<file path="config.mk">
export PLATFORM = sky130hd
export DESIGN_NAME = nd_2to1_arb_flat
export DESIGN_NICKNAME = d
export VERILOG_FILES = /design/src/rtl/nd_2to1_arb_if.sv /design/src/rtl/nd_2to1_arb.sv /design/src/flat_wrapper.sv
export SDC_FILE = /design/constraint.sdc
export NUM_CORES = 1
export LEC_CHECK = 0
export BUFFER_PORTS_ARGS = -buffer_cell sky130_fd_sc_hd__buf_2
export CAP_MARGIN = 40
export CELL_PAD_IN_SITES_DETAIL_PLACEMENT = 0
export CELL_PAD_IN_SITES_GLOBAL_PLACEMENT = 1
export CORE_UTILIZATION = 52
export DETAILED_ROUTE_END_ITERATION = 10
export MAX_ROUTING_LAYER = met4
export PLACE_DENSITY = 0.84
export SLEW_MARGIN = 30
export SYNTH_ARGS = -nofsm -noshare
export SYNTH_HDL_FRONTEND = slang
export SYNTH_SLANG_ARGS = --single-unit
</file>
<file path="constraint.sdc">
create_clock -name i_clk -period 9.55 [get_ports i_clk]
set_clock_uncertainty 0.2 [all_clocks]
set_input_delay 1.91 -clock i_clk [delete_from_list [all_inputs] [get_ports i_clk]]
set_output_delay 1.91 -clock i_clk [all_outputs]
set_load 0.02 [all_outputs]
</file>
<file path="src/rtl/nd_2to1_arb_if.sv">
`default_nettype none
// ============================================================================
//  Module      : nd_2to1_arb_if
//  Description : One 4-phase req/ack message channel {src,dst,dat,red}.
//                The sender uses the master modport; the receiver uses slave.
//  Revision    : 1.0  initial release
// ============================================================================

`ifndef NS_ADDRESS_SIZE
`define NS_ADDRESS_SIZE 8
`endif
`ifndef NS_DATA_SIZE
`define NS_DATA_SIZE 16
`endif
`ifndef NS_REDUN_SIZE
`define NS_REDUN_SIZE 4
`endif

interface nd_2to1_arb_if #(
   parameter int ASZ = `NS_ADDRESS_SIZE,
   parameter int DSZ = `NS_DATA_SIZE,
   parameter int RSZ = `NS_REDUN_SIZE
);
   logic [ASZ-1:0] src;
   logic [ASZ-1:0] dst;
   logic [DSZ-1:0] dat;
   logic [RSZ-1:0] red;
   logic           req;
   logic           ack;

   modport master (output src, output dst, output dat, output red, output req, input ack);
   modport slave  (input src, input dst, input dat, input red, input req, output ack);
endinterface

`default_nettype wire

</file>
<file path="src/rtl/nd_2to1_arb.sv">
`default_nettype none
// ============================================================================
//  Module      : nd_2to1_arb
//  Description : Two-input merge node. Round-robin arbitration of rcv0/rcv1
//                into a shared message FIFO, drained onto snd0 (4-phase).
//                Optional macro NS_ARB_FIXED_PRIO_EN: rcv0 wins every tie.
//  Revision    : 1.0  initial release
// ============================================================================

`ifndef NS_MESSAGE_FIFO_SIZE
`define NS_MESSAGE_FIFO_SIZE 4
`endif
`ifndef NS_ADDRESS_SIZE
`define NS_ADDRESS_SIZE 8
`endif
`ifndef NS_DATA_SIZE
`define NS_DATA_SIZE 16
`endif
`ifndef NS_REDUN_SIZE
`define NS_REDUN_SIZE 4
`endif

module nd_2to1_arb #(
   parameter int FSZ = `NS_MESSAGE_FIFO_SIZE,
   parameter int ASZ = `NS_ADDRESS_SIZE,
   parameter int DSZ = `NS_DATA_SIZE,
   parameter int RSZ = `NS_REDUN_SIZE
) (
   input  logic           i_clk,
   input  logic           reset,
   output logic           ready,
   nd_2to1_arb_if.slave   rcv0,
   nd_2to1_arb_if.slave   rcv1,
   nd_2to1_arb_if.master  snd0
);

   localparam int c_ptr_w = $clog2(FSZ);
   localparam int c_cnt_w = c_ptr_w + 1;
   localparam int c_msg_w = 2*ASZ + DSZ + RSZ;

   localparam logic [c_cnt_w-1:0] c_full    = c_cnt_w'(FSZ);
   localparam logic [c_cnt_w-1:0] c_cnt_one = c_cnt_w'(1);
   localparam logic [c_ptr_w-1:0] c_ptr_one = c_ptr_w'(1);

   typedef enum logic [1:0] {
      ST_IDLE     = 2'd0,
      ST_SEND     = 2'd1,
      ST_WAIT_LOW = 2'd2
   } state_t;

   state_t               r_state;
   logic                 r_ready;
   logic [c_ptr_w-1:0]   r_head;
   logic [c_ptr_w-1:0]   r_tail;
   logic [c_cnt_w-1:0]   r_count;
   logic                 r_ack0;
   logic                 r_ack1;
   logic [c_msg_w-1:0]   r_mem [FSZ];

   logic [ASZ-1:0]       r_snd_src;
   logic [ASZ-1:0]       r_snd_dst;
   logic [DSZ-1:0]       r_snd_dat;
   logic [RSZ-1:0]       r_snd_red;
   logic                 r_snd_req;

`ifndef NS_ARB_FIXED_PRIO_EN
   logic                 r_prio;
`endif

   logic                 w_not_full;
   logic                 w_elig0;
   logic                 w_elig1;
   logic                 w_grant0;
   logic                 w_grant1;
   logic                 w_push;
   logic                 w_pop;
   logic [c_msg_w-1:0]   w_wr_msg;
   logic [c_msg_w-1:0]   w_head_msg;
   logic [ASZ-1:0]       w_h_src;
   logic [ASZ-1:0]       w_h_dst;
   logic [DSZ-1:0]       w_h_dat;
   logic [RSZ-1:0]       w_h_red;

   // An input with its ack still high is mid-handshake and cannot be granted again.
   assign w_not_full = (r_count != c_full);
   assign w_elig0    = r_ready & rcv0.req & ~r_ack0 & w_not_full;
   assign w_elig1    = r_ready & rcv1.req & ~r_ack1 & w_not_full;

`ifdef NS_ARB_FIXED_PRIO_EN
   assign w_grant0 = w_elig0;
   assign w_grant1 = w_elig1 & ~w_elig0;
`else
   assign w_grant0 = w_elig0 & (~w_elig1 | ~r_prio);
   assign w_grant1 = w_elig1 & ~w_grant0;
`endif

   assign w_push   = w_grant0 | w_grant1;
   assign w_pop    = r_ready & (r_state == ST_IDLE) & (r_count != '0);
   assign w_wr_msg = w_grant0 ? {rcv0.src, rcv0.dst, rcv0.dat, rcv0.red}
                              : {rcv1.src, rcv1.dst, rcv1.dat, rcv1.red};

   assign w_head_msg = r_mem[r_head];
   assign {w_h_src, w_h_dst, w_h_dat, w_h_red} = w_head_msg;

   // Storage carries no reset; validity is tracked entirely by head/tail/count.
   always_ff @(posedge i_clk) begin
      if (!reset && w_push) begin
         r_mem[r_tail] <= w_wr_msg;
      end
   end

   always_ff @(posedge i_clk) begin
      if (reset || !r_ready) begin
         // The first edge out of reset re-clears everything and raises ready.
         r_ready   <= ~reset;
         r_state   <= ST_IDLE;
         r_head    <= '0;
         r_tail    <= '0;
         r_count   <= '0;
         r_ack0    <= 1'b0;
         r_ack1    <= 1'b0;
         r_snd_src <= '0;
         r_snd_dst <= '0;
         r_snd_dat <= '0;
         r_snd_red <= '0;
         r_snd_req <= 1'b0;
`ifndef NS_ARB_FIXED_PRIO_EN
         r_prio    <= 1'b0;
`endif
      end else begin
         if (w_grant0) begin
            r_ack0 <= 1'b1;
         end else if (r_ack0 && !rcv0.req) begin
            r_ack0 <= 1'b0;
         end

         if (w_grant1) begin
            r_ack1 <= 1'b1;
         end else if (r_ack1 && !rcv1.req) begin
            r_ack1 <= 1'b0;
         end

         if (w_push) begin
            r_tail <= r_tail + c_ptr_one;
`ifndef NS_ARB_FIXED_PRIO_EN
            r_prio <= w_grant0;
`endif
         end

         case ({w_push, w_pop})
            2'b10:   r_count <= r_count + c_cnt_one;
            2'b01:   r_count <= r_count - c_cnt_one;
            default: r_count <= r_count;
         endcase

         case (r_state)
            ST_IDLE: begin
               if (w_pop) begin
                  r_snd_src <= w_h_src;
                  r_snd_dst <= w_h_dst;
                  r_snd_dat <= w_h_dat;
                  r_snd_red <= w_h_red;
                  r_snd_req <= 1'b1;
                  r_head    <= r_head + c_ptr_one;
                  r_state   <= ST_SEND;
               end
            end
            ST_SEND: begin
               if (snd0.ack) begin
                  r_snd_req <= 1'b0;
                  r_state   <= ST_WAIT_LOW;
               end
            end
            ST_WAIT_LOW: begin
               if (!snd0.ack) begin
                  r_state <= ST_IDLE;
               end
            end
            default: r_state <= ST_IDLE;
         endcase
      end
   end

   assign ready     = r_ready;
   assign rcv0.ack  = r_ack0;
   assign rcv1.ack  = r_ack1;
   assign snd0.src  = r_snd_src;
   assign snd0.dst  = r_snd_dst;
   assign snd0.dat  = r_snd_dat;
   assign snd0.red  = r_snd_red;
   assign snd0.req  = r_snd_req;

endmodule

`default_nettype wire

</file>
<file path="src/flat_wrapper.sv">
// flat-port wrapper written by rule: the top's interface ports become plain ports
module nd_2to1_arb_flat 
#(
   parameter int FSZ = `NS_MESSAGE_FIFO_SIZE,
   parameter int ASZ = `NS_ADDRESS_SIZE,
   parameter int DSZ = `NS_DATA_SIZE,
   parameter int RSZ = `NS_REDUN_SIZE
)
  (i_clk, reset, ready, rcv0_src, rcv0_dst, rcv0_dat, rcv0_red, rcv0_req, rcv0_ack, rcv1_src, rcv1_dst, rcv1_dat, rcv1_red, rcv1_req, rcv1_ack, snd0_src, snd0_dst, snd0_dat, snd0_red, snd0_req, snd0_ack);
  nd_2to1_arb_if #(.ASZ(ASZ), .DSZ(DSZ), .RSZ(RSZ)) rcv0_i ();
  nd_2to1_arb_if #(.ASZ(ASZ), .DSZ(DSZ), .RSZ(RSZ)) rcv1_i ();
  nd_2to1_arb_if #(.ASZ(ASZ), .DSZ(DSZ), .RSZ(RSZ)) snd0_i ();
  input  logic i_clk;
  input  logic reset;
  output logic ready;
  input wire logic [$bits(rcv0_i.src)-1:0] rcv0_src;
  input wire logic [$bits(rcv0_i.dst)-1:0] rcv0_dst;
  input wire logic [$bits(rcv0_i.dat)-1:0] rcv0_dat;
  input wire logic [$bits(rcv0_i.red)-1:0] rcv0_red;
  input wire logic [$bits(rcv0_i.req)-1:0] rcv0_req;
  output wire logic [$bits(rcv0_i.ack)-1:0] rcv0_ack;
  input wire logic [$bits(rcv1_i.src)-1:0] rcv1_src;
  input wire logic [$bits(rcv1_i.dst)-1:0] rcv1_dst;
  input wire logic [$bits(rcv1_i.dat)-1:0] rcv1_dat;
  input wire logic [$bits(rcv1_i.red)-1:0] rcv1_red;
  input wire logic [$bits(rcv1_i.req)-1:0] rcv1_req;
  output wire logic [$bits(rcv1_i.ack)-1:0] rcv1_ack;
  output wire logic [$bits(snd0_i.src)-1:0] snd0_src;
  output wire logic [$bits(snd0_i.dst)-1:0] snd0_dst;
  output wire logic [$bits(snd0_i.dat)-1:0] snd0_dat;
  output wire logic [$bits(snd0_i.red)-1:0] snd0_red;
  output wire logic [$bits(snd0_i.req)-1:0] snd0_req;
  input wire logic [$bits(snd0_i.ack)-1:0] snd0_ack;
  assign rcv0_i.src = rcv0_src;
  assign rcv0_i.dst = rcv0_dst;
  assign rcv0_i.dat = rcv0_dat;
  assign rcv0_i.red = rcv0_red;
  assign rcv0_i.req = rcv0_req;
  assign rcv0_ack = rcv0_i.ack;
  assign rcv1_i.src = rcv1_src;
  assign rcv1_i.dst = rcv1_dst;
  assign rcv1_i.dat = rcv1_dat;
  assign rcv1_i.red = rcv1_red;
  assign rcv1_i.req = rcv1_req;
  assign rcv1_ack = rcv1_i.ack;
  assign snd0_src = snd0_i.src;
  assign snd0_dst = snd0_i.dst;
  assign snd0_dat = snd0_i.dat;
  assign snd0_red = snd0_i.red;
  assign snd0_req = snd0_i.req;
  assign snd0_i.ack = snd0_ack;
  nd_2to1_arb #(.FSZ(FSZ), .ASZ(ASZ), .DSZ(DSZ), .RSZ(RSZ)) u_core (.i_clk(i_clk), .reset(reset), .ready(ready), .rcv0(rcv0_i), .rcv1(rcv1_i), .snd0(snd0_i));
endmodule
</file>
Word-level counts from Yosys, hierarchy flattened
Memory sizes are Yosys's and may differ from the RTL's. A register that Yosys moved wholly into a read port is not among the register bits.
Index checks and enable logic that the tools add are counted.
{"block": "word_totals", "latch_bits": 0, "n_memories": 1, "mem_bits_ro": 0, "ram_bits": 144, "reg_bits": 14, "in_bits": 77, "out_inout_bits": 40, "elab_cells": 72}
{"block": "classes", "shifts": 0, "magnitude_cmp": 0, "multipliers": 0, "add_sub_neg": 4, "n_mux": 15, "div_mod_pow": 0, "eq_ne": 8, "bitwise": 18, "reduce_logical": 17}
{"memory": "u_core.r_mem", "depth": 4, "width": 36, "rd": 1, "rd_clocked_by_memory_dff": 1, "wr": 1, "line": "nd_2to1_arb.sv:58", "source": "logic [c_msg_w-1:0] r_mem [FSZ];"}
{"operator": "36-bit two-way mux", "n": 1}
{"operator": "1-bit AND", "n": 10}
{"operator": "1-bit two-way mux", "n": 8}
{"operator": "2-bit nonzero test", "n": 4}
{"operator": "2-bit two-way mux", "n": 3}
{"operator": "1-bit NOT", "n": 6}
{"operator": "2-bit one-hot mux with 3 select lines", "n": 1}
{"operator": "3-bit one-hot mux with 2 select lines", "n": 1}
{"operator": "3-bit AND reduction", "n": 2}
{"operator": "2-bit by 1-bit adder with 2-bit output (second input constant)", "n": 2}
{"operator": "2-bit by 1-bit equality test with 1-bit output (second input constant)", "n": 2}
{"operator": "2-bit equality test (second input constant)", "n": 2}
{"operator": "1-bit logical NOT", "n": 4}
{"operator": "2-bit inequality test (second input constant)", "n": 2}
{"operator": "3-bit by 1-bit adder with 3-bit output (second input constant)", "n": 1}
{"operator": "1-bit logical AND", "n": 3}
{"operator": "3-bit inequality test (second input constant)", "n": 1}
{"operator": "3-bit nonzero test", "n": 1}
{"operator": "3-bit by 1-bit subtractor with 3-bit output (second input constant)", "n": 1}
{"operator": "2-bit logical NOT", "n": 1}
{"operator": "2-bit by 1-bit inequality test with 1-bit output (second input constant)", "n": 1}
{"operator": "1-bit bitwise OR", "n": 2}
{"operator": "1-bit one-hot mux with 2 select lines", "n": 1}
{"operator": "2-bit AND reduction", "n": 1}
{"operator": "1-bit logical OR", "n": 1}

Depth between registers and ports, before layout
{"block": "logic_depth", "word_depth": 12, "ltp_mapped": 10, "depth_no_buf": 8}

Worst setup path before layout
No wires, ideal clock.
{"block": "synth_timing", "kind": "input to register", "from": "input rcv0_req", "to": "memory u_core.r_mem[0][0] (netlist bit), enable pin", "slack_ps": 3731, "cell_stages": 3, "arrival_ps": 5138, "n_path_buf": 0, "setup_time_ps": 482, "required_ps": 8868, "path_cell_list": "nor2b_1 > o211ai_1 > nor3b_1"}
{"block": "synth_between", "elab_chain_len": 10}
{"element": "from (decl)", "line": "flat_wrapper.sv:20", "source": "input wire logic [$bits(rcv0_i.req)-1:0] rcv0_req;"}
{"element": "1-bit AND (*) (3 in series)", "line": "nd_2to1_arb.sv:86", "source": "assign w_elig0 = r_ready & rcv0.req & ~r_ack0 & w_not_full;"}
{"element": "1-bit AND (*)", "line": "nd_2to1_arb.sv:93", "source": "assign w_grant0 = w_elig0 & (~w_elig1 | ~r_prio);"}
{"element": "1-bit NOT", "line": "nd_2to1_arb.sv:94", "source": "assign w_grant1 = w_elig1 & ~w_grant0;"}
{"element": "1-bit AND", "line": "nd_2to1_arb.sv:94"}
{"element": "1-bit bitwise OR (*)", "line": "nd_2to1_arb.sv:97", "source": "assign w_push = w_grant0 | w_grant1;"}
{"element": "1-bit logical AND (*)", "line": "nd_2to1_arb.sv:107", "source": "if (!reset && w_push) begin"}
{"element": "1-bit two-way mux (*)", "line": "nd_2to1_arb.sv:107"}
{"element": "1-bit two-way mux (implied by the code) (*)", "line": "nd_2to1_arb.sv:108", "source": "r_mem[r_tail] <= w_wr_msg;"}
{"element": "to (decl)", "line": "nd_2to1_arb.sv:58"}
Mark *: on every way between the ends. The rest lies on a longest branch, timed or not.

Worst setup path after layout
{"block": "layout_timing", "from": "input reset", "to": "register u_core.r_snd_src[7] (netlist: u_core.snd0.src[7])"}
{"block": "layout_between", "elab_chain_len": 1}
{"element": "from (decl)", "line": "flat_wrapper.sv:14", "source": "input logic reset;"}
{"element": "1-bit logical OR", "line": "nd_2to1_arb.sv:113", "source": "if (reset || !r_ready) begin"}
{"element": "to (signal assigned)", "line": "nd_2to1_arb.sv:159", "source": "r_snd_src <= w_h_src;"}
{"element": "to (decl)", "line": "nd_2to1_arb.sv:60", "source": "logic [ASZ-1:0] r_snd_src;"}
No other way between the ends.
A chain may end at the register's enable or synchronous reset.

==> results.py <==
metrics = {
    "setup_path": {
        "crit_type": "primary input to flop",
        "critPathMaxFanout": 22,
        "worstSetupEndpointType": "flop",
        "critPathRequiredTime_ns": 9.70,
        "arrival_ns": 4.04,
        "reg2regPathDepth": 8,
        "r2r_setup_slack_ns": 6.17,
        "r2r_start": "u_core.ready",
        "reg2reg_to": "u_core.r_count[2]",
        "critPathLaunchType": "primary input",
    },
    "synthesis": {
        "ys_ff_latch": 194,
        "synth_common_cells": "edfxtp_1 (145), dfxtp_1 (49), nand2_1 (41), mux4_2 (36), o2bb2ai_1 (36)",
        "dominantRegCellSynth": "edfxtp_1",
        "synthCells": 433,
        "synth.distinct_cells": 41,
        "synth_area_leaders": "edfxtp_1 (56%), dfxtp_1 (13%), mux4_2 (10%)",
        "ys_seq_area_share_pct": 68.60,
        "yosysMostFrequentCell": "edfxtp_1",
        "syn-num-nets": 516,
        "synth.avg_cell_area_um2": 17.96,
        "yosysWarnings": 0,
        "synth_edf_count": 145,
        "synth_area_um2": 7777,
        "yosysTopAreaCell": "edfxtp_1",
        "async_flop_share_pct": 0,
        "synth_top_area_share_pct": 55.98,
    },
    "die": {
        "start_util_pct": 53.31,
        "rows": 44,
        "fp.dieW_um": 124.3,
        "ios": 117,
        "core-area_um2": 14590,
        "die_area_um2": 15450,
        "die_h_um": 124.3,
    },
    "sta": {
        "max_freq_mhz": 257.1,
        "timing.final.ws_setup_ns": 5.661,
        "setup_viol": 0,
        "setup-tns-final_ns": 0,
        "finalHoldViolCount": 0,
        "rsz0062_at_grt": "false",
        "fin_crit_ns": 3.889,
        "slew_viol_final": 0,
        "slew_headroom_pct": 49.95,
        "post-route-period-util_pct": 40.73,
        "worst_pin_slew_ns": 0.7508,
    },
    "routing": {
        "dr_total_vias": 4149,
        "drt_iter0_drc": 316,
        "drtPass1Iterations": 5,
        "wl_per_cell_um": 18.92,
        "via_per_inst": 5.539,
        "drc": 0,
        "wl_um": 14170,
        "antenna_left": 0,
    },
    "pwr": {
        "irDropWorstVdd_mv": 0.1462,
        "leakage_nw": 3.281,
        "p_per_area_nw_per_um2": 195.2,
    },
    "clocking": {
        "cts_hold_buf": 0,
        "post-cts-setup-buffer-count": 0,
        "clkLatencyLatePin_ns": 0.43,
        "cts_root_buf": "clkbuf_16",
        "tritoncts": "done",
        "cts_buffers": 17,
        "cts-resized-gates": 0,
        "clock_path_buffers": 2,
        "cts_max_level": 4,
        "cts.sinks": 194,
        "clkTransAtPathRegs_ns": 0.06,
    },
    "place": {
        "numPortBuffers": 116,
        "dp_worst_setup_slack_ns": 4.836,
        "dp_hpwl_um": 8634,
        "gp_congestion": 0.6974,
    },
    "run": {
        "cap_violations": 0,
    },
    "finish": {
        "area_delta_synth_final_pct": 17.95,
        "layout-drive-gt1-share_pct": 42.30,
        "layout.nets": 635,
        "diodes": 0,
    },
    "hold_path": {
        "worstHoldPathType": "flop to flop",
        "hold_depth": 2,
        "worstHoldStart": "u_core.snd0.dst[1]",
        "whs_endpoint": "u_core.snd0.dst[1]",
    },
    "global_routing": {
        "grt_pass1_wl_um": 22590,
        "gr-total-overflow": 0,
        "grt_max_degree": 39,
        "grt_pass1_vias": 4291,
        "antenna_found_initial": 0,
        "grtUsageTotal_pct": 20.07,
    },
    "outcome": {
        "status": "finished, final reports clean",
    },
}
[worst max-delay path by stage]
stage	start	endpoint	slack [ns]	cells past startpoint
finish	reset	u_core.snd0.src[7]	5.66	6
CTS	rcv0_req	u_core.r_count[2]	5.26	9
global placement	reset	u_core.snd0.src[0]	4.62	6
detailed placement	rcv0_req	u_core.r_count[2]	4.84	9
floorplan	rcv0_req	u_core.r_mem[0][0]	3.73	3
global route	reset	u_core.snd0.src[7]	5.37	6
[registers in the layout, summed over array words and instances, names as in the netlist]
register	count
u_core.r_count	3
u_core.r_head	2
u_core.r_mem	144
u_core.r_prio	1
u_core.r_state	2
u_core.r_tail	2
u_core.rcv0.ack	1
u_core.rcv1.ack	1
u_core.ready	1
u_core.snd0.dat	16
u_core.snd0.dst	8
u_core.snd0.red	4
u_core.snd0.req	1
u_core.snd0.src	8
[layout make-up]
class / count / area [µm²]
clock inverter: 12 / 148.9
sequential: 194 / 5340
tap: 184 / 230.2
inverter: 8 / 30.03
multi-input combinational: 205 / 2257
timing repair buffer: 126 / 678.2
clock buffer: 20 / 489.2
fill: 1035 / 5415
[kinds of logic after synthesis]
family | synth area share, %
compound gates | 5.052
xor+xnor | 0.3379
fa+ha+maj | 1.062
buf+inv | 2.832
flops | 68.60
mux | 17.34
simple gates | 4.778
[report_power, final]
part	internal (mW)	switching, mW
Sequential	0.927	0.00646
Combinational	0.0553	0.0590
Clock	0.449	0.294
[through the flow]
stage	total power, mW	std cells	hold slack (ns)	utilization [%]	area (µm²)
after global routing	1.845	749	0.2745	62.88	9174
after CTS	1.800	747	0.2639	62.81	9164
final	1.791	749	0.2600	62.88	9174
after detailed placement	1.067	715	0.2550	58.44	8526
after global placement	1.058	713	0.2488	58.13	8481
after floorplan	1.030	433	0.2709	-	7777
[placed cells by master (no fill, tap or decap), drive strengths merged]
cell type / Yosys / final
nor2: 7 / 7
and3: 1 / 1
or3: 2 / 2
nand4: 1 / 1
nand2: 41 / 41
bufinv: 0 / 3
o31ai: 1 / 1
o21a: 1 / 1
or4: 1 / 1
nor3b: 6 / 6
clkinv: 1 / 6
mux2: 36 / 36
o2bb2ai: 36 / 36
dfxtp: 49 / 49
fa: 1 / 1
nor3: 3 / 3
a21oi: 5 / 5
ha: 5 / 5
inv: 7 / 8
o211ai: 1 / 1
mux2i: 2 / 2
a22oi: 1 / 1
nor2b: 3 / 3
xor2: 3 / 3
mux4: 36 / 36
clkbuf: 10 / 21
nand3b: 1 / 1
nand4b: 1 / 1
a31oi: 2 / 2
and4b: 1 / 1
and4: 2 / 2
or3b: 2 / 2
o21ai: 2 / 2
nand3: 1 / 1
edfxtp: 145 / 145
clkinvlp: 0 / 3
buf: 16 / 125
[per-layer routing]
metal,vias up,GRT usage (%),routed length (µm)
met5,-,-,0
met4,0,8.646,251
met3,20,4.596,718
met2,133,32.79,7457
met1,2056,23.98,5747
li1,1940,-,-
[critical path, stage by stage]
cell and delay (ns):
buf_2 0.16, nor2b_4 0.41, clkinv_1 0.41, nor3_4 0.59, buf_4 0.38, o2bb2ai_1 0.16
No activity file was read; power rests on OpenSTA's default activity.
